==> src/rtl/bus_pkg.sv <==
// Shared types and address-window constants for the peripheral bus controller.
package bus_pkg;

  localparam int unsigned ADDR_W = 32;
  localparam int unsigned DATA_W = 32;
  localparam int unsigned SEL_W  = 2;

  typedef enum logic [1:0] {
    IDLE   = 2'b00,
    ACCESS = 2'b01,
    WAIT   = 2'b10,
    RESP   = 2'b11
  } state_e;

  // Encoding doubles as the read-mux select code.
  typedef enum logic [SEL_W-1:0] {
    RAM   = 2'b00,
    UART  = 2'b01,
    SW    = 2'b10,
    GAUSS = 2'b11
  } slave_e;

  typedef struct packed {
    logic              we;
    logic [ADDR_W-1:0] addr;
    logic [DATA_W-1:0] wdata;
  } bus_req_t;

  typedef struct packed {
    logic read;
    logic we_ram;
    logic we_uart;
    logic we_gauss;
  } strobe_t;

  localparam logic [ADDR_W-1:0] RAM_BASE   = 32'h0000_0000;
  localparam logic [ADDR_W-1:0] UART_BASE  = 32'h0000_2000;
  localparam logic [ADDR_W-1:0] UART_MASK  = 32'hFFFF_FFF0;
  localparam logic [ADDR_W-1:0] SW_BASE    = 32'h0000_2010;
  localparam logic [ADDR_W-1:0] SW_MASK    = 32'hFFFF_FFF0;
  localparam logic [ADDR_W-1:0] GAUSS_BASE = 32'h0000_2020;
  localparam logic [ADDR_W-1:0] GAUSS_MASK = 32'hFFFF_FFF0;

  function automatic logic in_window(input logic [ADDR_W-1:0] addr,
                                     input logic [ADDR_W-1:0] base,
                                     input logic [ADDR_W-1:0] mask);
    return (addr & mask) == base;
  endfunction

endpackage

==> src/rtl/periph_bus_ctrl_if.sv <==
// Core load/store port and slave-side signals of the peripheral bus controller.
interface periph_bus_ctrl_if;
  import bus_pkg::*;

  logic              req_i;
  logic              we_i;
  logic [ADDR_W-1:0] addr_i;
  logic [DATA_W-1:0] wdata_i;
  logic [DATA_W-1:0] rdata_o;
  logic              ready_o;
  logic              err_o;

  logic [SEL_W-1:0]  select_o;
  logic              read_o;
  logic              we_ram_o;
  logic              we_uart_o;
  logic              we_gauss_o;
  logic [ADDR_W-1:0] addr_o;
  logic [DATA_W-1:0] wdata_o;
  logic              ram_rdy_i;
  logic              uart_rdy_i;
  logic              gauss_rdy_i;
  logic [DATA_W-1:0] mux_data_i;

  // Controller view: serves the core, drives the slaves.
  modport slave (
    input  req_i, we_i, addr_i, wdata_i,
    input  ram_rdy_i, uart_rdy_i, gauss_rdy_i, mux_data_i,
    output rdata_o, ready_o, err_o,
    output select_o, read_o, we_ram_o, we_uart_o, we_gauss_o, addr_o, wdata_o
  );

  // Environment view: the core plus the slaves and the read mux.
  modport master (
    output req_i, we_i, addr_i, wdata_i,
    output ram_rdy_i, uart_rdy_i, gauss_rdy_i, mux_data_i,
    input  rdata_o, ready_o, err_o,
    input  select_o, read_o, we_ram_o, we_uart_o, we_gauss_o, addr_o, wdata_o
  );

endinterface

==> src/rtl/addr_decode.sv <==
// Combinational address decoder: slave code, window hit and illegal-write flag.
module addr_decode
  import bus_pkg::*;
#(
  parameter int unsigned RAM_AW = 12
) (
  input  logic [ADDR_W-1:0] addr,
  input  logic              we,
  output slave_e            slave,
  output logic              hit,
  output logic              illegal
);

  localparam logic [ADDR_W-1:0] RAM_MASK = ~((32'd1 << RAM_AW) - 32'd1);

  always_comb begin
    slave = RAM;
    hit   = 1'b0;
    if (in_window(addr, RAM_BASE, RAM_MASK)) begin
      slave = RAM;
      hit   = 1'b1;
    end else if (in_window(addr, UART_BASE, UART_MASK)) begin
      slave = UART;
      hit   = 1'b1;
    end else if (in_window(addr, SW_BASE, SW_MASK)) begin
      slave = SW;
      hit   = 1'b1;
    end else if (in_window(addr, GAUSS_BASE, GAUSS_MASK)) begin
      slave = GAUSS;
      hit   = 1'b1;
    end
  end

  // Switches are read-only.
  assign illegal = hit && we && (slave == SW);

endmodule

==> src/rtl/periph_bus_ctrl.sv <==
// Sequences one core load/store through the decoded slave, with wait states,
// timeout and error responses, returning a one-cycle ready pulse.
module periph_bus_ctrl
  import bus_pkg::*;
#(
  parameter int unsigned TIMEOUT = 15,
  parameter int unsigned RAM_AW  = 12
) (
  input  logic             clk_i,
  input  logic             rst_n_i,
  periph_bus_ctrl_if.slave bus
);

  localparam int unsigned      CNT_W   = (TIMEOUT > 0) ? $clog2(TIMEOUT + 1) : 1;
  localparam logic [CNT_W-1:0] CNT_MAX = CNT_W'(TIMEOUT);

  state_e            state_q;
  slave_e            sel_q;
  slave_e            dec_slave;
  logic              dec_hit;
  logic              dec_illegal;
  bus_req_t          req_q;
  strobe_t           strobe_q;
  logic              ready_q;
  logic              err_q;
  logic [DATA_W-1:0] rdata_q;
  logic [CNT_W-1:0]  cnt_q;
  logic              expired_q;
  logic              slave_rdy;

  addr_decode #(
    .RAM_AW (RAM_AW)
  ) u_addr_decode (
    .addr    (bus.addr_i),
    .we      (bus.we_i),
    .slave   (dec_slave),
    .hit     (dec_hit),
    .illegal (dec_illegal)
  );

  // Effective ready of the selected slave; switches never stall.
  always_comb begin
    slave_rdy = 1'b0;
    case (sel_q)
      RAM:     slave_rdy = bus.ram_rdy_i;
      UART:    slave_rdy = bus.uart_rdy_i;
      SW:      slave_rdy = 1'b1;
      GAUSS:   slave_rdy = bus.gauss_rdy_i;
      default: slave_rdy = 1'b0;
    endcase
  end

  always_ff @(posedge clk_i or negedge rst_n_i) begin
    if (!rst_n_i) begin
      state_q   <= IDLE;
      sel_q     <= RAM;
      req_q     <= '0;
      strobe_q  <= '0;
      ready_q   <= 1'b0;
      err_q     <= 1'b0;
      rdata_q   <= '0;
      cnt_q     <= '0;
      expired_q <= 1'b0;
    end else begin
      ready_q <= 1'b0;
      case (state_q)
        IDLE: begin
          if (bus.req_i) begin
            req_q <= '{we: bus.we_i, addr: bus.addr_i, wdata: bus.wdata_i};
            sel_q <= dec_slave;
            if (!dec_hit || dec_illegal) begin
              state_q <= RESP;
              ready_q <= 1'b1;
              err_q   <= 1'b1;
              rdata_q <= '0;
            end else begin
              state_q           <= ACCESS;
              strobe_q.read     <= !bus.we_i;
              strobe_q.we_ram   <= bus.we_i && (dec_slave == RAM);
              strobe_q.we_uart  <= bus.we_i && (dec_slave == UART);
              strobe_q.we_gauss <= bus.we_i && (dec_slave == GAUSS);
            end
          end
        end

        ACCESS, WAIT: begin
          if (slave_rdy) begin
            state_q  <= RESP;
            ready_q  <= 1'b1;
            err_q    <= 1'b0;
            rdata_q  <= req_q.we ? '0 : bus.mux_data_i;
            strobe_q <= '0;
          end else if (state_q == ACCESS) begin
            state_q   <= WAIT;
            cnt_q     <= '0;
            expired_q <= 1'b0;
          end else if (expired_q) begin
            state_q  <= RESP;
            ready_q  <= 1'b1;
            err_q    <= 1'b1;
            rdata_q  <= '0;
            strobe_q <= '0;
          end else begin
            // Saturating count; expiry is registered the cycle after saturation.
            if (cnt_q != CNT_MAX) cnt_q <= cnt_q + CNT_W'(1);
            expired_q <= (cnt_q == CNT_MAX);
          end
        end

        RESP:    state_q <= IDLE;
        default: state_q <= IDLE;
      endcase
    end
  end

  assign bus.rdata_o    = rdata_q;
  assign bus.ready_o    = ready_q;
  assign bus.err_o      = err_q;
  assign bus.select_o   = sel_q;
  assign bus.read_o     = strobe_q.read;
  assign bus.we_ram_o   = strobe_q.we_ram;
  assign bus.we_uart_o  = strobe_q.we_uart;
  assign bus.we_gauss_o = strobe_q.we_gauss;
  assign bus.addr_o     = req_q.addr;
  assign bus.wdata_o    = req_q.wdata;

endmodule

==> src/flat_wrapper.sv <==
// flat-port wrapper written by rule: the top's interface ports become plain ports
module periph_bus_ctrl_flat import bus_pkg::*;
#(
  parameter int unsigned TIMEOUT = 15,
  parameter int unsigned RAM_AW  = 12
)
  (clk_i, rst_n_i, bus_req_i, bus_we_i, bus_addr_i, bus_wdata_i, bus_ram_rdy_i, bus_uart_rdy_i, bus_gauss_rdy_i, bus_mux_data_i, bus_rdata_o, bus_ready_o, bus_err_o, bus_select_o, bus_read_o, bus_we_ram_o, bus_we_uart_o, bus_we_gauss_o, bus_addr_o, bus_wdata_o);
  periph_bus_ctrl_if bus_i ();
  input  logic clk_i;
  input  logic rst_n_i;
  input wire logic [$bits(bus_i.req_i)-1:0] bus_req_i;
  input wire logic [$bits(bus_i.we_i)-1:0] bus_we_i;
  input wire logic [$bits(bus_i.addr_i)-1:0] bus_addr_i;
  input wire logic [$bits(bus_i.wdata_i)-1:0] bus_wdata_i;
  input wire logic [$bits(bus_i.ram_rdy_i)-1:0] bus_ram_rdy_i;
  input wire logic [$bits(bus_i.uart_rdy_i)-1:0] bus_uart_rdy_i;
  input wire logic [$bits(bus_i.gauss_rdy_i)-1:0] bus_gauss_rdy_i;
  input wire logic [$bits(bus_i.mux_data_i)-1:0] bus_mux_data_i;
  output wire logic [$bits(bus_i.rdata_o)-1:0] bus_rdata_o;
  output wire logic [$bits(bus_i.ready_o)-1:0] bus_ready_o;
  output wire logic [$bits(bus_i.err_o)-1:0] bus_err_o;
  output wire logic [$bits(bus_i.select_o)-1:0] bus_select_o;
  output wire logic [$bits(bus_i.read_o)-1:0] bus_read_o;
  output wire logic [$bits(bus_i.we_ram_o)-1:0] bus_we_ram_o;
  output wire logic [$bits(bus_i.we_uart_o)-1:0] bus_we_uart_o;
  output wire logic [$bits(bus_i.we_gauss_o)-1:0] bus_we_gauss_o;
  output wire logic [$bits(bus_i.addr_o)-1:0] bus_addr_o;
  output wire logic [$bits(bus_i.wdata_o)-1:0] bus_wdata_o;
  assign bus_i.req_i = bus_req_i;
  assign bus_i.we_i = bus_we_i;
  assign bus_i.addr_i = bus_addr_i;
  assign bus_i.wdata_i = bus_wdata_i;
  assign bus_i.ram_rdy_i = bus_ram_rdy_i;
  assign bus_i.uart_rdy_i = bus_uart_rdy_i;
  assign bus_i.gauss_rdy_i = bus_gauss_rdy_i;
  assign bus_i.mux_data_i = bus_mux_data_i;
  assign bus_rdata_o = bus_i.rdata_o;
  assign bus_ready_o = bus_i.ready_o;
  assign bus_err_o = bus_i.err_o;
  assign bus_select_o = bus_i.select_o;
  assign bus_read_o = bus_i.read_o;
  assign bus_we_ram_o = bus_i.we_ram_o;
  assign bus_we_uart_o = bus_i.we_uart_o;
  assign bus_we_gauss_o = bus_i.we_gauss_o;
  assign bus_addr_o = bus_i.addr_o;
  assign bus_wdata_o = bus_i.wdata_o;
  periph_bus_ctrl #(.TIMEOUT(TIMEOUT), .RAM_AW(RAM_AW)) u_core (.clk_i(clk_i), .rst_n_i(rst_n_i), .bus(bus_i));
endmodule
==> config.mk <==
export PLATFORM = sky130hd
export DESIGN_NAME = periph_bus_ctrl_flat
export DESIGN_NICKNAME = d
export VERILOG_FILES = /design/src/rtl/bus_pkg.sv /design/src/rtl/periph_bus_ctrl_if.sv /design/src/rtl/addr_decode.sv /design/src/rtl/periph_bus_ctrl.sv /design/src/flat_wrapper.sv
export SDC_FILE = /design/constraint.sdc
export NUM_CORES = 1
export LEC_CHECK = 0
export ABC_AREA = 1
export BUFFER_PORTS_ARGS = -buffer_cell sky130_fd_sc_hd__buf_2
export CAP_MARGIN = 5
export CORE_MARGIN = 2
export CORE_UTILIZATION = 40
export DETAILED_ROUTE_END_ITERATION = 12
export PLACE_DENSITY_LB_ADDON = 0.15
export SLEW_MARGIN = 20
export SYNTH_ARGS = -nofsm -noshare
export SYNTH_HDL_FRONTEND = slang
export SYNTH_SLANG_ARGS = --single-unit
==> constraint.sdc <==
create_clock -name clk_i -period 3.2 [get_ports clk_i]
set_input_delay 0.32 -clock clk_i [delete_from_list [all_inputs] [get_ports clk_i]]
set_output_delay 0.32 -clock clk_i [all_outputs]
set_load 0.01 [all_outputs]
==> results of run 1 <==
power groups by stage:
| stage | Sequential [mW] | Combinational [mW] | Clock (mW) |
|---|---|---|---|
| after global placement | 2.30 | 2.47 | 0 |
| final | 2.31 | 2.48 | 1.09 |
| after global routing | 2.37 | 2.81 | 1.18 |
| after floorplan | 2.36 | 2.09 | 0 |
| after detailed placement | 2.33 | 2.53 | 0 |
| after CTS | 2.31 | 2.53 | 1.12 |
layout by cell type, fill, tap and decap left out, drive strengths merged, types with 3 or more instances in the layout:
cell    Yosys  final
inv        58     59
o21ai      13     13
nand3      45     45
buf        78    210
nor3        3      3
ha          7      7
dfrtp     112    112
nor2       70     70
a21oi       5      5
nand2     290    290
clkbuf     14     13
flip-flops by register name, indices dropped and copies added (netlist names):
signal and count:
u_core.bus.rdata_o 32, u_core.state_q 2, u_core.expired_q 1, u_core.bus.ready_o 1
u_core.bus.we_gauss_o 1, u_core.bus.we_uart_o 1, u_core.bus.read_o 1, u_core.req_q 1
u_core.bus.addr_o 32, u_core.bus.select_o 2, u_core.bus.err_o 1, u_core.cnt_q 4
u_core.bus.wdata_o 32, u_core.bus.we_ram_o 1
cell type report:
| cell class | instances | area [µm²] | area share, % |
|---|---|---|---|
| Sequential cell | 112 | 2800 | 42.7 |
| Tap cell | 180 | 225 | 3.43 |
| Inverter | 59 | 221 | 3.37 |
| Timing Repair Buffer | 210 | 1080 | 16.4 |
| Multi-Input combinational cell | 441 | 1960 | 29.9 |
| Clock buffer | 13 | 280 | 4.27 |
per-stage QoR:
stage	util (%)	cells	instance area [µm²]	power, mW	worst slack [ns]
detailed placement	45.5	1002	6290	4.86	0.857
CTS	47.5	1015	6570	5.96	0.838
global route	47.5	1015	6570	6.36	0.644
floorplan	-	704	5630	4.45	1.35
finish	47.5	1015	6570	5.88	0.849
global placement	45.5	1002	6290	4.78	0.948
logic make-up after synthesis:
kind of cell,share of synthesized area [%]
compound gates,2.07
simple gates,31.0
fa+ha+maj,1.56
flops,49.8
buf+inv,15.4
xor+xnor,0.156
path summary, 6_finish.rpt:
check / start / end / slack (ns) / cells past startpoint
worst max-delay path: u_core.state_q[0] / u_core.bus.rdata_o[5] / 0.85 / 9
worst min-delay path: rst_n_i / u_core.bus.wdata_o[1] / 0.02 / 1
worst max register to register: u_core.state_q[0] / u_core.bus.rdata_o[5] / 0.85 / 9
worst min register to register: u_core.bus.we_ram_o / u_core.bus.we_ram_o / 0.47 / 2
max in group asynchronous: rst_n_i / u_core.bus.ready_o / 2.39 / 2
min in group clk_i: bus_addr_i[0] / u_core.bus.addr_o[0] / 0.16 / 3
per-layer routing:
| layer | vias to the layer above | routed length, µm | part of all wire [%] | track usage [%] |
|---|---|---|---|---|
| met1 | 2113 | 5720 | 43 | 22.0 |
| met4 | 0 | 493 | 3.7 | 9.77 |
| met5 | - | 0 | 0 | 0 |
| met2 | 138 | 6270 | 47 | 29.0 |
| li1 | 2310 | - | - | - |
| met3 | 26 | 768 | 5.8 | 3.39 |
==> impl_metrics.env, run 1 <==
export IMPL_status="completed"
export IMPL_finClkSkew_ns=0.00467
export IMPL_ys_warn_count=0
export IMPL_start_kind="register"
export IMPL_path_cells="inv_1, ha_1, inv_1, nor2_4, inv_2, or2_2, nor2_2, nand3_1, nand2_1"
export IMPL_swShare_pct=40.3
export IMPL_cts_tree="yes"
export IMPL_port_buffers=206
export IMPL_h_tree_depth=3
export IMPL_p_switching_mw=2.37
export IMPL_syn_area_per_cell_um2=8.00
export IMPL_worst_pin_slew_ns=0.958
export IMPL_clk_pin_slew_worst_paths_ns=0.07
export IMPL_pwr_share_seq_pct=39.3
export IMPL_antennaDiodeCount=0
export IMPL_synth_area_leader_cell="dfrtp_1"
export IMPL_drive_gt1_share_pct=32.5
export IMPL_power_internal_mw=3.51
export IMPL_drv_slew=0
export IMPL_pwr_density_cell_nw_per_um2=894
export IMPL_path_buf_inv=3
export IMPL_p_leak_nw=3.94
export IMPL_fin_crit_sh_pct=73.5
export IMPL_hold_ws_ns=0.0242
export IMPL_start_util_pct=40.7
export IMPL_worstSetupPathType="reg -> reg"
export IMPL_cp_top_family="simple AND/OR/NAND/NOR gates"
export IMPL_gp_congestion=0.796
export IMPL_setup_violations=0
export IMPL_synth_seq_cells=112
export IMPL_fp_dieW_um=123
export IMPL_synth_commonest_cells="nand2_1, dfrtp_1, buf_4, inv_1, nand3_1"
export IMPL_ctsHoldBuffers=0
export IMPL_finalHoldViolCount=0
export IMPL_max_stage_delay_ns=0.61
export IMPL_wl_per_cell_um=13.1
export IMPL_seq_area_frac_synth_pct=49.8
export IMPL_cp_common_cell="inv_1"
export IMPL_drc=0
export IMPL_area_growth_synth_to_final_pct=16.6
export IMPL_place_hpwl_um=9440
export IMPL_synthArstFlopShare_pct=100
export IMPL_cp_data_arrival_time_ns=2.64
export IMPL_vdd_drop_max_mv=0.367
export IMPL_slew_headroom_pct=36.2
export IMPL_firstDrtPassIters=4
export IMPL_die_h_um=123
export IMPL_rsz0062_at_grt="false"
export IMPL_yosysUniqueCellTypes=27
export IMPL_core_area_um2=13800
export IMPL_period_minus_slack_ns=2.35
export IMPL_min_path_type="in -> async"
export IMPL_vias=4587
export IMPL_clockBufferDepth=2
export IMPL_postCtsSetupBuffers=0
export IMPL_synthFlopType="dfrtp_1"
export IMPL_cts_buffers=9
export IMPL_cts_root_buf="clkbuf_16"
export IMPL_synth_edf_count=0
export IMPL_routed_via_density=4.52
export IMPL_antenna_found_initial=0
export IMPL_grt_pass1_vias=4307
export IMPL_cts_sinks=112
export IMPL_row_count=43
export IMPL_grt_max_degree=75
export IMPL_cts_resized=0
export IMPL_wirelength_um=13300
export IMPL_end_kind="register"
export IMPL_synth_top_cell_area_share_pct=49.8
export IMPL_syn_inst=704
export IMPL_die_area_um2=15000
export IMPL_overflow=0
export IMPL_antenna_left=0
export IMPL_netlist_area_um2=5630
export IMPL_synth_most_common_cell="nand2_1"
export IMPL_drt_initial_drc_count=279
export IMPL_clock_latency_ns=0.35
export IMPL_pwr_share_clk_pct=18.5
export IMPL_yosys_top_cells_area="dfrtp_1, nand2_1, buf_4"
export IMPL_grt_use_total_pct=17.7
export IMPL_fin_nets=943
export IMPL_crit_fanout=32
export IMPL_critPathRequiredTime_ns=3.49
export IMPL_fillCellCount=1400
export IMPL_max_clock_freq_mhz=425
export IMPL_io_pins=207
export IMPL_finalSetupTns_ns=0
export IMPL_grt_pass1_wl_um=20700
export IMPL_cap_violations=0
export IMPL_p_comb_share_pct=42.2
export IMPL_slowest_stage="or2_2"
export IMPL_synth_fp_nets=814
Note: power is estimated with default switching activity, not from simulation.
==> run 2, diff against run 1 <==
clock period = 1.95 ns   (was 3.2 ns; I/O delays follow)
==> run 2 against run 1 <==
Clock skew increased by 0.0012 ns. Global-route usage up 0.19 points. Power grew 68%. First-iteration DRC count fell by 11%. Highest routed layer unchanged. Count of clock-buffer cells in the layout fell by 3. Sequential power rose by 64%. Sequential cell count stayed put. Hold slack better by 0.0089 ns. Die area unchanged. Non-clock buffer count grew 12. Utilization grew 1.2 points. Clock power increased by 63%. Critical path type unchanged.
==> impl_metrics.env, run 2 (same netlist as run 1, synthesis figures left out) <==
export IMPL_swShare_pct=40.7
export IMPL_grt_max_degree=44
export IMPL_drive_gt1_share_pct=33.9
export IMPL_end_kind="register"
export IMPL_grt_pass1_wl_um=21200
export IMPL_p_comb_share_pct=43.8
export IMPL_fin_nets=955
export IMPL_period_minus_slack_ns=1.83
export IMPL_start_kind="register"
export IMPL_drt_initial_drc_count=247
export IMPL_p_leak_nw=4.02
export IMPL_fillCellCount=1371
export IMPL_fin_cells=1030
export IMPL_utilization_pct=48.7
export IMPL_cp_data_arrival_time_ns=2.12
export IMPL_grt_use_total_pct=17.9
export IMPL_area_growth_synth_to_final_pct=19.6
export IMPL_dp_cells=1012
export IMPL_pwr_density_cell_nw_per_um2=1470
export IMPL_vias=4632
export IMPL_power_internal_mw=5.87
export IMPL_pwr_share_seq_pct=38.2
export IMPL_finalSetupTns_ns=0
export IMPL_h_tree_depth=3
export IMPL_path_buf_inv=4
export IMPL_slowest_stage="dfrtp_1"
export IMPL_drv_slew=0
export IMPL_finClkSkew_ns=0.00586
export IMPL_finalHoldViolCount=0
export IMPL_antenna_left=0
export IMPL_cts_tree="yes"
export IMPL_path_cells="inv_2, ha_4, inv_1, nor2_4, inv_2, or2_2, buf_12, nor2_2, nand3_1, nand2_1"
export IMPL_worst_pin_slew_ns=0.462
export IMPL_die_h_um=123
export IMPL_fin_crit_sh_pct=93.6
export IMPL_worstSetupPathType="reg -> reg"
export IMPL_drc=0
export IMPL_max_clock_freq_mhz=548
export IMPL_status="completed"
export IMPL_max_stage_delay_ns=0.41
export IMPL_pre_cts_ws_ns=0.00258
export IMPL_p_switching_mw=4.03
export IMPL_firstDrtPassIters=4
export IMPL_cts_sinks=112
export IMPL_place_hpwl_um=9840
export IMPL_io_pins=207
export IMPL_routed_via_density=4.50
export IMPL_min_path_type="in -> reg"
export IMPL_antennaDiodeCount=0
export IMPL_mostFrequentLayoutCells="nand2_1, buf_2, dfrtp_1"
export IMPL_cts_root_buf="clkbuf_16"
export IMPL_row_count=43
export IMPL_cts_buffers=9
export IMPL_overflow=0
export IMPL_setup_violations=0
export IMPL_die_area_um2=15000
export IMPL_pwr_share_clk_pct=18.0
export IMPL_core_area_um2=13800
export IMPL_layout_commonest_cell="nand2_1"
export IMPL_critPathRequiredTime_ns=2.24
export IMPL_setup_slack_ns=0.125
export IMPL_vdd_drop_max_mv=0.548
export IMPL_wirelength_um=13300
export IMPL_cp_common_cell="inv_2"
export IMPL_antenna_found_initial=0
export IMPL_clock_latency_ns=0.35
export IMPL_start_util_pct=40.7
export IMPL_crit_fanout=32
export IMPL_grt_pass1_vias=4471
export IMPL_cap_violations=0
export IMPL_port_buffers=206
export IMPL_wl_per_cell_um=13.0
export IMPL_clk_pin_slew_worst_paths_ns=0.08
export IMPL_gp_congestion=0.840
export IMPL_clockBufferDepth=2
export IMPL_slew_headroom_pct=69.2
export IMPL_cp_top_family="simple AND/OR/NAND/NOR gates"
export IMPL_fp_dieW_um=123
-- run 2: cell count changes in the layout (fill, tap and decap cells not counted), moves of 2 or more --
cell and delta:
clkinv_4 +2, buf_4 +7, clkinv_2 +2, clkbuf_8 -3
buf_12 +3
-- run 2: worst register-to-register path, cell delays in order (launching register included) --
cell     delay [ns]
dfrtp_1        0.41
inv_2          0.09
ha_4           0.29
inv_1          0.07
nor2_4         0.10
inv_2          0.04
or2_2          0.29
buf_12         0.19
nor2_2         0.11
nand3_1        0.08
nand2_1        0.09
-- run 2: final timing paths --
path	startpoint	endpoint	slack, ns	cells past startpoint
worst max-delay path	u_core.state_q[1]	u_core.bus.rdata_o[19]	0.12	10
worst min-delay path	bus_wdata_i[29]	u_core.bus.wdata_o[29]	0.03	3
worst max register to register	u_core.state_q[1]	u_core.bus.rdata_o[19]	0.12	10
worst min register to register	u_core.bus.err_o	u_core.bus.err_o	0.47	2
max in group asynchronous	rst_n_i	u_core.bus.wdata_o[18]	1.02	3
min in group asynchronous	rst_n_i	u_core.bus.wdata_o[1]	0.32	2
-- run 2: repair_timing --
| item | 4_1_cts | 5_1_grt |
|---|---|---|
| endpoints found under the hold margin | 29 | 0 |
| resized for setup | 1 | 5 |
| pin swaps | 0 | 0 |
| hold buffers | 1 | 0 |
| setup buffers | 0 | 1 |
| setup endpoints to repair | 2 | 34 |
| gates cloned | 0 | 0 |
-- run 2: final cells by class --
cell class | count | area [µm²] | area share (%)
Clock inverter | 6 | 43.8 | 0.650
Multi-Input combinational cell | 441 | 1990 | 29.6
Inverter | 59 | 221 | 3.29
Clock buffer | 10 | 239 | 3.55
Timing Repair Buffer | 222 | 1210 | 18.0
Tap cell | 180 | 225 | 3.34
Sequential cell | 112 | 2800 | 41.6
-- run 2: metal layers --
layer  track usage [%]  part of all wire (%)  wire length (µm)
met4              8.48                   3.3               437
met5                 0                     0                 0
met3              3.53                   6.6               880
met2              28.8                    47              6240
met1              23.1                    43              5790
-- run 2: through the flow --
step / power [mW] / hold slack, ns / cell area [µm²]
after detailed placement: 8.10 / 0.179 / 6400
after global routing: 10.7 / 0.0318 / 6730
after CTS: 9.95 / 0.0195 / 6710
final: 9.90 / 0.0330 / 6730
after global placement: 7.98 / 0.179 / 6400
after floorplan: 7.31 / -0.101 / 5630
-- run 2: power groups by stage --
stage                     logic [mW]  registers, mW  clock network, mW
after floorplan                 3.44           3.87                  0
after global placement          4.19           3.79                  0
after detailed placement        4.28           3.82                  0
after CTS                       4.32           3.79               1.85
after global routing            4.92           3.90               1.92
final                           4.34           3.78               1.78
==> run 3, diff against run 2 <==
PLACE_DENSITY = 0.75   (was default)
PLACE_DENSITY_LB_ADDON = default   (was 0.15)
==> run 3 against run 2 <==
Via count decreased by 0.76%. Sequential cell count unchanged. Final cell count unchanged. Cell area grew 0.43%. Non-clock buffer count stayed put. Combinational power increased by 2%. Maximum frequency rose by 2.0%. Routed wire length fell by 4.0%. Setup slack gained 0.035 ns. Die area stayed put. Critical endpoint is now u_core.bus.rdata_o[26].
==> impl_metrics.env, run 3 (same netlist as run 1, synthesis figures left out) <==
export IMPL_drt_initial_drc_count=252
export IMPL_pwr_share_seq_pct=37.5
export IMPL_port_buffers=206
export IMPL_cts_buffers=9
export IMPL_finalPower_mw=10.0
export IMPL_path_buf_inv=2
export IMPL_antennaDiodeCount=0
export IMPL_cap_violations=0
export IMPL_wl_per_cell_um=12.4
export IMPL_start_kind="register"
export IMPL_p_leak_nw=4.03
export IMPL_gp_congestion=0.829
export IMPL_drv_slew=0
export IMPL_max_stage_delay_ns=0.38
export IMPL_drive_gt1_share_pct=33.6
export IMPL_core_area_um2=13800
export IMPL_place_hpwl_um=9350
export IMPL_die_area_um2=15000
export IMPL_path_cells="inv_1, ha_4, a21oi_1, o22ai_1, nor2_4, buf_4, nand3_1, nand2_1"
export IMPL_grt_max_degree=75
export IMPL_mostFrequentLayoutCells="nand2_1, buf_2, dfrtp_1"
export IMPL_vdd_drop_max_mv=0.534
export IMPL_clockBufferDepth=2
export IMPL_pwr_share_clk_pct=18.5
export IMPL_regArea_um2=2800
export IMPL_h_tree_depth=3
export IMPL_drc=0
export IMPL_status="completed"
export IMPL_p_switching_mw=4.02
export IMPL_worstSetupPathType="reg -> reg"
export IMPL_slowest_stage="dfrtp_1"
export IMPL_max_clock_freq_mhz=559
export IMPL_fillCellCount=1313
export IMPL_cts_sinks=112
export IMPL_vias=4597
export IMPL_swShare_pct=40.1
export IMPL_area_growth_synth_to_final_pct=20.1
export IMPL_p_comb_share_pct=44.0
export IMPL_dpl_instance_area_um2=6400
export IMPL_row_count=43
export IMPL_firstDrtPassIters=6
export IMPL_worst_pin_slew_ns=0.419
export IMPL_overflow=0
export IMPL_finalSetupTns_ns=0
export IMPL_hold_ws_ns=0.0207
export IMPL_grt_pass1_wl_um=19600
export IMPL_antenna_found_initial=1
export IMPL_utilization_pct=48.9
export IMPL_multi_input_area_um2=1990
export IMPL_pre_cts_ws_ns=0.0334
export IMPL_power_internal_mw=6.01
export IMPL_finClkSkew_ns=0.00736
export IMPL_cts_tree="yes"
export IMPL_fin_nets=955
export IMPL_wirelength_um=12800
export IMPL_fin_cells=1030
export IMPL_setup_violations=0
export IMPL_period_minus_slack_ns=1.79
export IMPL_finalHoldViolCount=0
export IMPL_crit_fanout=14
export IMPL_grt_pass1_vias=4251
export IMPL_end_kind="register"
export IMPL_cp_top_family="buffers and inverters"
export IMPL_start_util_pct=40.7
export IMPL_min_path_type="in -> reg"
export IMPL_fp_dieW_um=123
export IMPL_slew_headroom_pct=72.1
export IMPL_routed_via_density=4.46
export IMPL_layout_commonest_cell="nand2_1"
export IMPL_setup_slack_ns=0.160
export IMPL_fin_crit_sh_pct=91.8
export IMPL_grt_use_total_pct=16.8
export IMPL_pwr_density_cell_nw_per_um2=1480
export IMPL_cp_data_arrival_time_ns=2.09
export IMPL_antenna_left=0
export IMPL_cts_root_buf="clkbuf_16"
export IMPL_dp_cells=1012
export IMPL_io_pins=207
export IMPL_clk_pin_slew_worst_paths_ns=0.08
export IMPL_die_h_um=123
export IMPL_clock_latency_ns=0.36
export IMPL_critPathRequiredTime_ns=2.25
export IMPL_postCtsSetupBuffers=0
export IMPL_final_area_um2=6760
run 3: worst paths after layout:
kind | startpoint | end | slack, ns | cells after the start
hold / removal | bus_addr_i[1] | u_core.bus.addr_o[1] | 0.02 | 3
setup reg to reg | u_core.state_q[0] | u_core.bus.rdata_o[26] | 0.16 | 8
max in group asynchronous | rst_n_i | u_core.bus.err_o | 1.01 | 3
hold reg to reg | u_core.bus.we_gauss_o | u_core.bus.we_gauss_o | 0.47 | 2
setup / recovery | u_core.state_q[0] | u_core.bus.rdata_o[26] | 0.16 | 8
min in group asynchronous | rst_n_i | u_core.bus.rdata_o[27] | 0.31 | 2
run 3: final cells by class:
type	count	area share, %
flip-flops and latches	112	41.4
multi-input cells	441	29.5
repair buffers	222	18.1
clock buffers	10	3.39
well taps	180	3.33
inverters	59	3.27
clock inverters	6	1.02
run 3: power by group through the flow:
stage	Combinational (mW)	Sequential [mW]	Clock (mW)
floorplan	3.44	3.87	0
global placement	4.20	3.79	0
detailed placement	4.29	3.79	0
CTS	4.33	3.76	1.91
global route	4.97	3.88	2.00
finish	4.41	3.76	1.86
run 3: routing by layer:
metal / up-vias / track usage, % / routed length, µm
met5: - / 0 / 13
met4: 2 / 6.90 / 345
met3: 29 / 4.88 / 787
met2: 133 / 29.3 / 6430
met1: 2092 / 19.2 / 5240
li1: 2341 / - / -
run 3: worst min-delay path, cell delays in order:
cell	delay, ns
buf_2	0.07
nand2_1	0.04
nand2_1	0.04
run 3: timing repair:
action                                  CTS  global route
pin swaps                                 0             0
cloned                                    0             1
hold endpoints to repair                 27             0
endpoints found under the setup margin    1            33
hold buffers                              1             0
resized for setup                         1             4
